<file path="src/rtl/conv_pkg.sv">
// Shared parameter defaults and FSM encoding for the convolution datapath
// (conv_weight_feeder and ConvChannel).
package conv_pkg;

    localparam int unsigned CONV_DATA_WIDTH   = 32;
    localparam int unsigned CONV_KERNEL_SIZE  = 9;
    localparam int unsigned CONV_INPUT_DIM    = 4;
    localparam int unsigned CONV_ADDR_WIDTH   = 8;
    localparam int unsigned CONV_DRAIN_CYCLES = 2;

    typedef enum logic [1:0] {
        ST_IDLE  = 2'd0,
        ST_READ  = 2'd1,
        ST_DRAIN = 2'd2,
        ST_DONE  = 2'd3
    } feeder_state_e;

    // Counter width for n states; never narrower than one bit.
    function automatic int unsigned cnt_width(input int unsigned n);
        return (n > 1) ? $clog2(n) : 1;
    endfunction

endpackage

</file>
<file path="src/rtl/conv_weight_cache.sv">
// One-burst weight cache: KernelSize beats plus a base-address tag and valid
// flag. Only instantiated when CONV_WEIGHT_CACHE_EN is defined.
module conv_weight_cache
    import conv_pkg::*;
#(
    parameter int unsigned DataWidth  = CONV_DATA_WIDTH,
    parameter int unsigned KernelSize = CONV_KERNEL_SIZE,
    parameter int unsigned InputDim   = CONV_INPUT_DIM,
    parameter int unsigned AddrWidth  = CONV_ADDR_WIDTH,
    parameter int unsigned IdxWidth   = cnt_width(KernelSize)
) (
    input  logic                          Clk,
    input  logic                          Rst_n,
    input  logic                          wr_en,
    input  logic [IdxWidth-1:0]           wr_idx,
    input  logic [InputDim*DataWidth-1:0] wr_data,
    input  logic [IdxWidth-1:0]           rd_idx,
    output logic [InputDim*DataWidth-1:0] rd_data,
    input  logic                          tag_load,
    input  logic [AddrWidth-1:0]          tag_in,
    input  logic                          invalidate,
    input  logic                          commit,
    output logic                          valid,
    output logic [AddrWidth-1:0]          tag
);

    logic [InputDim*DataWidth-1:0] beat_q [KernelSize];
    logic                          valid_q, valid_d;
    logic [AddrWidth-1:0]          tag_q, tag_d;

    // Invalidation outranks commit so a flush in the DONE cycle wins.
    always_comb begin
        valid_d = valid_q;
        tag_d   = tag_q;
        if (tag_load) begin
            tag_d = tag_in;
        end
        if (invalidate) begin
            valid_d = 1'b0;
        end else if (commit) begin
            valid_d = 1'b1;
        end
    end

    always_ff @(posedge Clk or negedge Rst_n) begin
        if (!Rst_n) begin
            valid_q <= 1'b0;
            tag_q   <= '0;
        end else begin
            valid_q <= valid_d;
            tag_q   <= tag_d;
        end
    end

    // Beat storage has no reset; valid_q alone decides whether it is trusted.
    always_ff @(posedge Clk) begin
        if (wr_en) begin
            beat_q[wr_idx] <= wr_data;
        end
    end

    assign rd_data = beat_q[rd_idx];
    assign valid   = valid_q;
    assign tag     = tag_q;

endmodule

</file>
<file path="src/rtl/conv_weight_feeder.sv">
// Weight burst fetcher feeding ConvChannel: KernelSize memory reads per start.
// Optional replay cache enabled by defining CONV_WEIGHT_CACHE_EN.
module conv_weight_feeder
    import conv_pkg::*;
#(
    parameter int unsigned DataWidth  = CONV_DATA_WIDTH,
    parameter int unsigned KernelSize = CONV_KERNEL_SIZE,
    parameter int unsigned InputDim   = CONV_INPUT_DIM,
    parameter int unsigned AddrWidth  = CONV_ADDR_WIDTH
) (
    input  logic                          Clk,
    input  logic                          Rst_n,
    input  logic                          start,
    input  logic [AddrWidth-1:0]          base_addr,
    input  logic                          cache_flush,
    output logic                          mem_rd_en,
    output logic [AddrWidth-1:0]          mem_addr,
    input  logic [InputDim*DataWidth-1:0] mem_rd_data,
    output logic [InputDim*DataWidth-1:0] weight_out,
    output logic                          weight_valid,
    output logic                          busy,
    output logic                          done
);

    localparam int unsigned         BeatWidth = InputDim * DataWidth;
    localparam int unsigned         CntWidth  = cnt_width(KernelSize);
    localparam logic [CntWidth-1:0] LastBeat  = CntWidth'(KernelSize - 1);
    localparam logic [CntWidth-1:0] LastDrain = CntWidth'(CONV_DRAIN_CYCLES - 1);

    feeder_state_e        state_q, state_d;
    logic [CntWidth-1:0]  cnt_q, cnt_d;
    logic [AddrWidth-1:0] addr_q, addr_d;
    logic                 issue_q, issue_d;
    logic                 hit_q, hit_d;
    logic                 pend_q, pend_d;
    logic [CntWidth-1:0]  pend_idx_q, pend_idx_d;
    logic                 rd_en_q, rd_en_d;
    logic [BeatWidth-1:0] wout_q, wout_d;
    logic                 wvalid_q, wvalid_d;
    logic                 busy_q, busy_d;
    logic                 done_q, done_d;
    logic                 start_ok;
    logic                 cache_hit;
    logic [BeatWidth-1:0] beat_src;

    assign start_ok = (state_q == ST_IDLE) && start;

    // issue_q marks a beat fetched this cycle (from memory or cache); its data
    // lands a cycle later (pend_q) and is registered onto weight_out after that.
    always_comb begin
        state_d    = state_q;
        cnt_d      = cnt_q;
        addr_d     = addr_q;
        issue_d    = 1'b0;
        hit_d      = hit_q;
        pend_d     = issue_q;
        pend_idx_d = cnt_q;
        wvalid_d   = pend_q;
        wout_d     = pend_q ? beat_src : '0;
        case (state_q)
            ST_IDLE: begin
                if (start) begin
                    state_d = ST_READ;
                    cnt_d   = '0;
                    addr_d  = base_addr;
                    issue_d = 1'b1;
                    hit_d   = cache_hit;
                end
            end
            ST_READ: begin
                if (cnt_q == LastBeat) begin
                    state_d = ST_DRAIN;
                    cnt_d   = '0;
                end else begin
                    cnt_d   = cnt_q + CntWidth'(1);
                    addr_d  = addr_q + AddrWidth'(1);
                    issue_d = 1'b1;
                end
            end
            ST_DRAIN: begin
                if (cnt_q == LastDrain) begin
                    state_d = ST_DONE;
                    cnt_d   = '0;
                end else begin
                    cnt_d = cnt_q + CntWidth'(1);
                end
            end
            ST_DONE:  state_d = ST_IDLE;
            default:  state_d = ST_IDLE;
        endcase
        rd_en_d = issue_d & ~hit_d;
        busy_d  = (state_d != ST_IDLE);
        done_d  = (state_d == ST_DONE);
    end

    always_ff @(posedge Clk or negedge Rst_n) begin
        if (!Rst_n) begin
            state_q    <= ST_IDLE;
            cnt_q      <= '0;
            addr_q     <= '0;
            issue_q    <= 1'b0;
            hit_q      <= 1'b0;
            pend_q     <= 1'b0;
            pend_idx_q <= '0;
            rd_en_q    <= 1'b0;
            wout_q     <= '0;
            wvalid_q   <= 1'b0;
            busy_q     <= 1'b0;
            done_q     <= 1'b0;
        end else begin
            state_q    <= state_d;
            cnt_q      <= cnt_d;
            addr_q     <= addr_d;
            issue_q    <= issue_d;
            hit_q      <= hit_d;
            pend_q     <= pend_d;
            pend_idx_q <= pend_idx_d;
            rd_en_q    <= rd_en_d;
            wout_q     <= wout_d;
            wvalid_q   <= wvalid_d;
            busy_q     <= busy_d;
            done_q     <= done_d;
        end
    end

`ifdef CONV_WEIGHT_CACHE_EN
    logic                 flushed_q, flushed_d;
    logic                 cache_valid;
    logic [AddrWidth-1:0] cache_tag;
    logic [BeatWidth-1:0] cache_rd;

    assign cache_hit = cache_valid && (cache_tag == base_addr) && !cache_flush;
    assign beat_src  = hit_q ? cache_rd : mem_rd_data;
    // Any flush seen between start and DONE keeps this burst out of the cache.
    assign flushed_d = (state_q == ST_IDLE) ? cache_flush : (flushed_q | cache_flush);

    always_ff @(posedge Clk or negedge Rst_n) begin
        if (!Rst_n) begin
            flushed_q <= 1'b0;
        end else begin
            flushed_q <= flushed_d;
        end
    end

    conv_weight_cache #(
        .DataWidth  (DataWidth),
        .KernelSize (KernelSize),
        .InputDim   (InputDim),
        .AddrWidth  (AddrWidth),
        .IdxWidth   (CntWidth)
    ) u_cache (
        .Clk        (Clk),
        .Rst_n      (Rst_n),
        .wr_en      (pend_q & ~hit_q),
        .wr_idx     (pend_idx_q),
        .wr_data    (mem_rd_data),
        .rd_idx     (pend_idx_q),
        .rd_data    (cache_rd),
        .tag_load   (start_ok & ~cache_hit),
        .tag_in     (base_addr),
        .invalidate (cache_flush | (start_ok & ~cache_hit)),
        .commit     ((state_q == ST_DONE) & ~flushed_q),
        .valid      (cache_valid),
        .tag        (cache_tag)
    );
`else
    logic unused_cfg;

    assign cache_hit  = 1'b0;
    assign beat_src   = mem_rd_data;
    assign unused_cfg = cache_flush ^ start_ok ^ (^pend_idx_q);
`endif

    assign mem_rd_en    = rd_en_q;
    assign mem_addr     = addr_q;
    assign weight_out   = wout_q;
    assign weight_valid = wvalid_q;
    assign busy         = busy_q;
    assign done         = done_q;

endmodule

</file>
<file path="config.mk">
export PLATFORM = sky130hd
export DESIGN_NAME = conv_weight_feeder
export DESIGN_NICKNAME = d
export VERILOG_FILES = /design/src/rtl/conv_pkg.sv /design/src/rtl/conv_weight_cache.sv /design/src/rtl/conv_weight_feeder.sv
export SDC_FILE = /design/constraint.sdc
export NUM_CORES = 1
export LEC_CHECK = 0
export CAP_MARGIN = 5
export CORE_UTILIZATION = 39
export CTS_CLUSTER_SIZE = 40
export DETAILED_ROUTE_END_ITERATION = 8
export HOLD_SLACK_MARGIN = 0.08
export PLACE_DENSITY = 0.8
export SYNTH_ARGS = -nofsm -noshare
export SYNTH_HDL_FRONTEND = slang
export SYNTH_SLANG_ARGS = --single-unit
</file>
<file path="constraint.sdc">
create_clock -name Clk -period 2.05 [get_ports Clk]
set_input_delay 0.41 -clock Clk [delete_from_list [all_inputs] [get_ports Clk]]
set_output_delay 0.41 -clock Clk [all_outputs]
set_load 0.02 [all_outputs]
</file>
==> out/qor.yml <==
rrSetupSlack_ns: 0.20
numCtsBuffers: 17
synth_warnings: 0
syn_area_um2: 5250
synth.net_count: 545
tightest_slew_ns: 0.577
ys_seq_elements: 149
insertedDiodeCount: 0
min_path_cells: 0
p_sw_w: 0.00399
max_freq_ghz: 0.516
vias: 3942
p_clk_frac: 0.268
yosysTopAreaCellShare: 0.710
min_to: "pend_q$_DFF_PN0_"
synth_compound_area_frac: 0.0412
cts_tree: "built"
power.density_nw_per_um2: 1360
final_nets: 834
yosys.area_share.adder: 0.0238
critPathTopFamily: "buffers and inverters"
finalSetupTns_ns: 0
worst_setup_path_start_kind: "register"
viasPerCell: 4.52
grt_max_degree: 49
r2r-start: "state_q[0]$_DFF_PN0_"
period_share: 0.945
cp_slowest_stage_delay_ns: 0.65
internal_power_w: 0.00816
synth_edf_count: 0
yosysTopAreaCell: "dfrtp_1"
synth_xor_area_frac: 0
syn2layout_area_growth_pct: 69.8
hold_viol_final: 0
crit_buf_inv: 1
holdWs_ns: 0.347
dieArea_um2: 13900
cts_sinks: 149
dp_slack_ns: 0.0540
synth_top_family_by_area: "simple AND/OR/NAND/NOR gates"
cts.clk_slew.worst_paths_ns: 0.06
dp_hpwl_um: 11300
wl_um: 15300
critPathSlowestCell: "clkdlybuf4s50_1"
leakage_nw: 3.92
grt_first_pass_wirelength_um: 23400
grt_overflow: 0
r2r-end: "mem_addr[4]$_DFFE_PN0P_"
drt_iter0_drc: 142
drv_slew: 0
rows: 42
min_from: "issue_q$_DFF_PN0_"
setup_viol: 0
final_cell_mix: "clkdlybuf4s50_1, dfrtp_1, and2_1"
yosysSeqAreaShare: 0.710
io_buffers: 278
stdcell_area_um2: 8920
p_comb_frac: 0.383
async_flop_share: 1.00
final_cells: 873
ios: 280
fill_cells: 918
synthTopCellsByArea: "dfrtp_1, and2_1, ha_1"
crit_path_max_fanout: 7
ys_types: 36
die_w_um: 118
rsz0062_at_grt: "no"
first_global_vias: 4129
worstSetupEndpointType: "primary output"
cts-htree-levels: 4
ir_drop_mv: 0.736
cts_setup_buffers: 0
reg2reg_depth: 6
syn_inst: 395
cp_cell_sequence: "clkdlybuf4s50_1"
drc_errors: 0
maxCapViolCount: 0
wl_per_cell_um: 17.5
drive_gt1_frac: 0.0646
cp.required_ns: 1.64
synth_mux_area_frac: 0.00381
status: "complete, no violations"
antenna_found_initial: 0
core_area_um2: 13200
final_antenna_net_count: 0
final_common_cell: "clkdlybuf4s50_1"
drt_pass1_iterations: 4
chipHeight_um: 118
synth-simple-area-share: 0.200
worstSetupPathType: "reg2out"
synth-main-ff-cell: "dfrtp_1"
avgSynthCellArea_um2: 13.3
clock_latency_ns: 0.41
grt.total_usage: 0.229
root_buffer: "clkbuf_16"
dp_cells: 840
clockBufferDepth: 2
hold_path.class: "reg2reg"
placed_area_um2: 8280
cp.arrival_ns: 1.53
seqCellArea_um2: 3730
gp_congestion: 0.861
post-route-min-period_ns: 1.94
timing.clock.skew_ns: 0.00725
setup_ws_ns: 0.113
start_util: 0.398
seq_power_share: 0.349
multi_input_area_um2: 1420
swShare: 0.329
slew_headroom: 0.616
==> power by group through the flow <==
stage / logic (W) / registers, W / clock network (W)
after floorplan: 0.00126 / 0.00523 / 0
after global placement: 0.00455 / 0.00425 / 0
after detailed placement: 0.00466 / 0.00429 / 0
after CTS: 0.00470 / 0.00425 / 0.00333
after global routing: 0.00492 / 0.00434 / 0.00345
final: 0.00465 / 0.00424 / 0.00326
==> registers in the layout (all words and copies together) (netlist names) <==
register and flops:
busy 1, cnt_q 4, done 1, hit_q 1, issue_q 1, mem_addr 8
mem_rd_en 1, pend_q 1, state_q 2, weight_out 128, weight_valid 1
==> metrics by stage <==
stage,power [W],utilization
6_report,0.0121,0.676
5_1_grt,0.0127,0.676
4_1_cts,0.0123,0.676
3_5_place_dp,0.00895,0.628
3_3_place_gp,0.00880,0.628
2_1_floorplan,0.00649,-
==> cell families (layout without fill, tap and decap cells) <==
logic type | after synthesis | after routing
mux | 2 | 2
flops | 149 | 149
simple gates | 177 | 177
compound gates | 30 | 30
buf+inv | 27 | 329
fa+ha+maj | 10 | 10
==> per-layer routing <==
layer	up-vias	routed length, um	global-route usage
met1	1916	5740	0.247
met5	-	0	0
met3	28	899	0.0712
met2	157	8200	0.405
met4	0	447	0.109
li1	1841	-	-
==> repair_timing <==
item,4_1_cts,5_1_grt
hold buffers,1,0
endpoints found under the hold margin,44,0
gates resized for setup,0,1
endpoints found under the setup margin,0,5
==> cell type report <==
cell class / instances / share of cell area
clock buffers: 21 / 0.0505
clock inverters: 11 / 0.0192
inverters: 10 / 0.00421
multi-input cells: 219 / 0.159
flip-flops and latches: 149 / 0.418
well taps: 176 / 0.0247
repair buffers: 287 / 0.324
==> synth_stat cells (all sizes together), types with 2 or more instances <==
library cell	count
mux2i	2
dfrtp	149
nand4b	2
a2bb2oi	3
a21oi	4
nor3	3
nand2	18
nand3	4
o21ai	10
a21o	2
o221a	2
buf	2
and3	2
inv	10
a32oi	2
ha	10
nand4	2
clkbuf	15
and2	129
nor2	11
==> worst max path at each step <==
stage | start | to | slack [ns] | cells after the start
after floorplan | state_q[1]$_DFF_PN0_ | mem_addr[4]$_DFFE_PN0P_ | 0.37 | 8
after global placement | start | mem_addr[4]$_DFFE_PN0P_ | 0.15 | 5
after detailed placement | start | cnt_q[3]$_DFFE_PN0P_ | 0.05 | 5
after CTS | mem_addr[4]$_DFFE_PN0P_ | mem_addr[4] | 0.08 | 1
after global routing | mem_addr[4]$_DFFE_PN0P_ | mem_addr[4] | 0.04 | 1
final | mem_addr[4]$_DFFE_PN0P_ | mem_addr[4] | 0.11 | 1
==> worst reg2reg max path: stages (launching register included) <==
cell     delay (ns)
dfrtp_1        0.43
inv_1          0.17
ha_1           0.26
mux2i_2        0.38
or2_1          0.32
a22oi_2        0.12
o21ai_1        0.09
Note: power is estimated with default switching activity, not from simulation.
